**src/rtl/lc4_insn_encoder.sv**
```systemverilog
// LC4 instruction encoder: packs decoded fields into 20-bit words and streams
// them through a 2-entry buffer to instruction memory at an auto-incrementing address.
module lc4_insn_encoder #(
  parameter int ADDR_W = 8
) (
  input  logic              clk,
  input  logic              rst_n,
  input  logic              in_valid,
  output logic              in_ready,
  input  logic [4:0]        in_opcode,
  input  logic [4:0]        in_rd,
  input  logic [4:0]        in_rs,
  input  logic [4:0]        in_rt,
  input  logic [14:0]       in_imm,
  input  logic              base_load,
  input  logic [ADDR_W-1:0] base_addr,
  output logic              mem_we,
  input  logic              mem_ready,
  output logic [ADDR_W-1:0] mem_addr,
  output logic [19:0]       mem_wdata,
  output logic              illegal,
  output logic [7:0]        illegal_cnt,
  output logic              addr_wrap
);

  logic [19:0]       word;
  logic              is_ill;
  logic              push, pop, ill_acc;

  logic [1:0]        cnt_q, cnt_d;
  logic [19:0]       s0_q, s0_d, s1_q, s1_d;
  logic [ADDR_W-1:0] wptr_q, wptr_d;
  logic              wrap_q, wrap_d;
  logic              ill_q, ill_d;
  logic [7:0]        icnt_q, icnt_d;

  always_comb begin
    word   = '0;
    is_ill = 1'b0;
    case (in_opcode)
      5'h05, 5'h06, 5'h0C, 5'h0D, 5'h0E, 5'h0F: word = {in_opcode, in_rd, in_rs, in_rt};
      5'h07, 5'h09:                             word = {in_opcode, in_rd, in_rs, in_imm[4:0]};
      5'h10:                                    word = {in_opcode, 5'b0, in_rs, 5'b0};
      5'h0B:                                    word = {in_opcode, in_rd, in_imm[9:0]};
      5'h00, 5'h01, 5'h02, 5'h03, 5'h04, 5'h08: word = {in_opcode, in_imm};
      5'h0A:                                    word = {in_opcode, 15'b0};
      default:                                  is_ill = 1'b1;
    endcase
  end

  assign in_ready  = (cnt_q != 2'd2);
  assign mem_we    = (cnt_q != 2'd0);
  assign mem_wdata = s0_q;
  assign mem_addr  = wptr_q;
  assign illegal   = ill_q;
  assign illegal_cnt = icnt_q;
  assign addr_wrap = wrap_q;

  assign push    = in_valid && in_ready && !is_ill;
  assign ill_acc = in_valid && in_ready && is_ill;
  assign pop     = mem_we && mem_ready;

  // s0 is always the head; a pop shifts s1 forward.
  always_comb begin
    cnt_d = cnt_q;
    s0_d  = s0_q;
    s1_d  = s1_q;
    case ({push, pop})
      2'b10: begin
        if (cnt_q == 2'd0) s0_d = word;
        else               s1_d = word;
        cnt_d = cnt_q + 2'd1;
      end
      2'b01: begin
        s0_d  = s1_q;
        cnt_d = cnt_q - 2'd1;
      end
      2'b11: s0_d = word; // only reachable with one entry
      default: ;
    endcase
  end

  always_comb begin
    wptr_d = wptr_q;
    wrap_d = wrap_q;
    if (base_load) begin
      wptr_d = base_addr;
      wrap_d = 1'b0;
    end else if (pop) begin
      wptr_d = wptr_q + ADDR_W'(1);
      if (&wptr_q) wrap_d = 1'b1;
    end
  end

  always_comb begin
    ill_d  = ill_acc;
    icnt_d = icnt_q;
    if (ill_acc && icnt_q != 8'hFF) icnt_d = icnt_q + 8'd1;
  end

  always_ff @(posedge clk or negedge rst_n) begin
    if (!rst_n) begin
      cnt_q  <= '0;
      s0_q   <= '0;
      s1_q   <= '0;
      wptr_q <= '0;
      wrap_q <= 1'b0;
      ill_q  <= 1'b0;
      icnt_q <= '0;
    end else begin
      cnt_q  <= cnt_d;
      s0_q   <= s0_d;
      s1_q   <= s1_d;
      wptr_q <= wptr_d;
      wrap_q <= wrap_d;
      ill_q  <= ill_d;
      icnt_q <= icnt_d;
    end
  end

endmodule
```
**config.mk**
```make
export PLATFORM = sky130hd
export DESIGN_NAME = lc4_insn_encoder
export DESIGN_NICKNAME = d
export VERILOG_FILES = /design/src/rtl/lc4_insn_encoder.sv
export SDC_FILE = /design/constraint.sdc
export NUM_CORES = 1
export LEC_CHECK = 0
export CAP_MARGIN = 15
export CORE_UTILIZATION = 45
export DETAILED_ROUTE_END_ITERATION = 8
export HOLD_SLACK_MARGIN = 0.02
export PLACE_DENSITY = 0.77
export SETUP_SLACK_MARGIN = 0.3
export SLEW_MARGIN = 5
export SYNTH_ARGS = -nofsm -noshare
export SYNTH_HDL_FRONTEND = slang
export SYNTH_SLANG_ARGS = --single-unit
```
**constraint.sdc**
```tcl
create_clock -name clk -period 3 [get_ports clk]
set_clock_uncertainty 0.05 [all_clocks]
set_input_delay 0.9 -clock clk [delete_from_list [all_inputs] [get_ports clk]]
set_output_delay 0.9 -clock clk [all_outputs]
set_load 0.005 [all_outputs]
```
==> flow_summary.yaml <==
synth:
  syn-instance-count: 312
  synth_seq_area_share_pct: 50.7
  async_flop_share_pct: 100
  synth_ff_type: "dfrtp_1"
  syn_area_sq_mm: 0.00296
  ys_seq_elements: 60
  ys.warnings.count: 0
  syn_avg_cell_area_sq_um: 9.49
  syn-num-nets: 364
  ys_types: 37
  synth-edff-count: 0
floorplanning:
  ios: 88
  row_count: 29
  die_w_microns: 83.1
  initial_core_util_pct: 46.6
  die_area_sq_mm: 0.00691
  fp.coreArea_sq_mm: 0.00635
  dieHeight_microns: 83.1
cells_and_area:
  drive_above_1_share_pct: 9.42
  stdcell_area_sq_mm: 0.00418
  insertedDiodeCount: 0
  nNetsFinal: 461
  syn2layout_area_growth_pct: 41.2
  n_fill_cell: 517
critical_path:
  rr_startpoint: "cnt_q[0]"
  timing.rr.end: "mem_wdata[18]"
  cp-start-kind: "primary input"
  crit_end: "mem_wdata[5]"
  rr_worst_depth: 9
  crit_start: "in_opcode[0]"
  critical_path_required_ns: 3.16
  end_kind: "flop"
  ff2ff_setup_slack_ns: 1.07
  cp.arrival_ns: 2.72
  critPathKind: "primary input to flop"
  critPathMaxFanout: 6
detailed_routing:
  drtIter0Drc: 141
  drt_pre_antenna_iters: 4
  routed_wl_microns: 6780
  drcViolationCount: 0
  ant_nets: 0
  viasPerCell: 5.30
  wl_per_cell_microns: 13.8
  num_vias: 2602
cts:
  root_buffer: "clkbuf_8"
  clock_latency_ns: 0.33
  cts_tree: "done"
  cts_max_level: 3
  clock_path_buffers: 2
  postCtsSetupBuffers: 0
  path_clk_slew_ns: 0.06
  cts.sinks: 60
  cts_buffers: 9
placement:
  dpl.hpwl_microns: 5080
  place_area_sq_mm: 0.00396
  io_buffers: 87
  gp_congestion: 0.821
  place_ws_ns: 0.0705
min_path:
  hold_start: "s1_q[5]"
  hold_class: "flop to flop"
timing:
  setup_tns_ns: 0
  setup_slack_ns: 0.444
  fin_crit_ns: 2.56
  slew_viol_final: 0
  rsz0062_at_grt: "no"
  fmax_mhz: 391
  fin_crit_sh_pct: 85.2
  slew_headroom_pct: 54.2
  worst_slew_pin_slew_ns: 0.687
  setup_viol: 0
  finalHoldViolations: 0
  holdWs_ns: 0.428
global_route:
  grt_pass1_vias: 2584
  grt_pass1_wl_microns: 11700
  antenna_found_initial: 0
  gr-total-overflow: 0
  grt_max_degree: 34
  grtUsageTotal_pct: 21.3
power:
  vdd.ir_drop.worst_mv: 0.567
  p_per_area_mw_per_mm2: 811
  p_leak_uw: 0.00177
  p_total_uw: 3390
job:
  maxCapViolCount: 0
status:
  status: "completed"
==> synthesized netlist by cell type, types with 2 or more instances <==
library cell,instances,area (sq um)
ha_1,4,50.1
and3_1,5,31.3
nand4_1,5,31.3
nand2_1,50,188
dfrtp_1,60,1500
buf_6,4,45.0
a211oi_1,6,45.0
xnor2_1,9,78.8
nor2_1,16,60.1
o21ai_0,46,230
clkbuf_1,8,30.0
nand2b_1,5,31.3
and4_1,2,17.5
nand3_1,4,20.0
xor2_1,8,70.1
nand3b_1,10,75.1
o21ai_1,6,30.0
a22oi_1,10,75.1
inv_1,5,18.8
a21oi_1,32,160
==> per-stage QoR <==
step,std cells,utilization (%)
finish,491,65.8
global route,491,65.8
floorplan,312,-
global placement,475,62.4
CTS,491,65.8
detailed placement,475,62.4
==> area by class of cell <==
type	count	area, sq um	share of cell area, %
clock buffers	11	141	3.38
repair buffers	101	998	23.9
inverters	6	22.5	0.539
flip-flops and latches	60	1500	35.9
well taps	77	96.3	2.30
clock inverters	5	75.1	1.80
multi-input cells	231	1350	32.2
==> cell usage in the layout, fill, tap and decap left out, types with 2 or more instances in the layout <==
master | synthesis | layout
clkdlybuf4s50_1 | 0 | 85
dfrtp_1 | 60 | 60
nand2_1 | 50 | 50
o21ai_0 | 46 | 46
a21oi_1 | 32 | 32
nor2_1 | 16 | 16
buf_4 | 1 | 12
a22oi_1 | 10 | 10
nand3b_1 | 10 | 10
clkbuf_8 | 0 | 10
xnor2_1 | 9 | 9
xor2_1 | 8 | 8
o21ai_1 | 6 | 6
a211oi_1 | 6 | 6
inv_1 | 5 | 5
nand2b_1 | 5 | 5
and3_1 | 5 | 5
nand4_1 | 5 | 5
nand3_1 | 4 | 4
ha_1 | 4 | 4
clkinv_2 | 0 | 3
and4_1 | 2 | 2
bufinv_16 | 0 | 2
buf_12 | 0 | 2
==> worst min-delay path by stage <==
stage,endpoint,depth (start not counted)
final,s1_q[5],2
after global routing,cnt_q[1],1
after CTS,s1_q[12],2
after detailed placement,s1_q[12],2
after global placement,s1_q[12],2
after floorplan,s1_q[0],2
==> cells by family (layout without fill, tap and decap cells) <==
group / Yosys count / in the layout / share of synthesized area, %
AOI/OAI and AO/OA: 107 / 107 / 21.2
and+or+nand+nor: 101 / 101 / 16.8
DFF: 60 / 60 / 50.7
buffers and inverters: 21 / 123 / 3.85
xor gates and xnor gates: 17 / 17 / 5.03
adders and majority gates: 4 / 4 / 1.69
muxes: 2 / 2 / 0.718
==> routing by layer <==
layer | part of all wire (%) | vias to the layer above | global-route usage [%]
met5 | 0 | - | 0
met4 | 1.4 | 0 | 10.0
met3 | 4.1 | 8 | 4.17
met2 | 47 | 69 | 34.4
met1 | 47 | 1230 | 27.8
li1 | - | 1295 | -
==> critical path, stage by stage <==
cell             delay [ns]
clkdlybuf4s50_1        0.46
buf_4                  0.18
or2_2                  0.29
a21oi_1                0.36
a21oi_1                0.15
a211oi_1               0.26
o21ai_1                0.10
==> registers in the layout, indices dropped and copies added, names as in the netlist <==
| register | flops |
|---|---|
| illegal | 1 |
| s1_q | 20 |
| mem_wdata | 20 |
| mem_addr | 8 |
| illegal_cnt | 8 |
| addr_wrap | 1 |
| cnt_q | 2 |
==> timing repair <==
item,in CTS,in global routing
gates resized for setup,0,1
hold buffers,0,0
endpoints found under the hold margin,0,0
setup endpoints to repair,0,2
==> power by group <==
group	internal [uW]	total [uW]	switching (uW)	leakage, uW
registers	1120	1330	211	0.000756
logic	699	1270	572	0.000906
clock network	486	783	297	0.000113
total	2310	3390	1080	0.00177
Power figures use the tool's default switching activity.
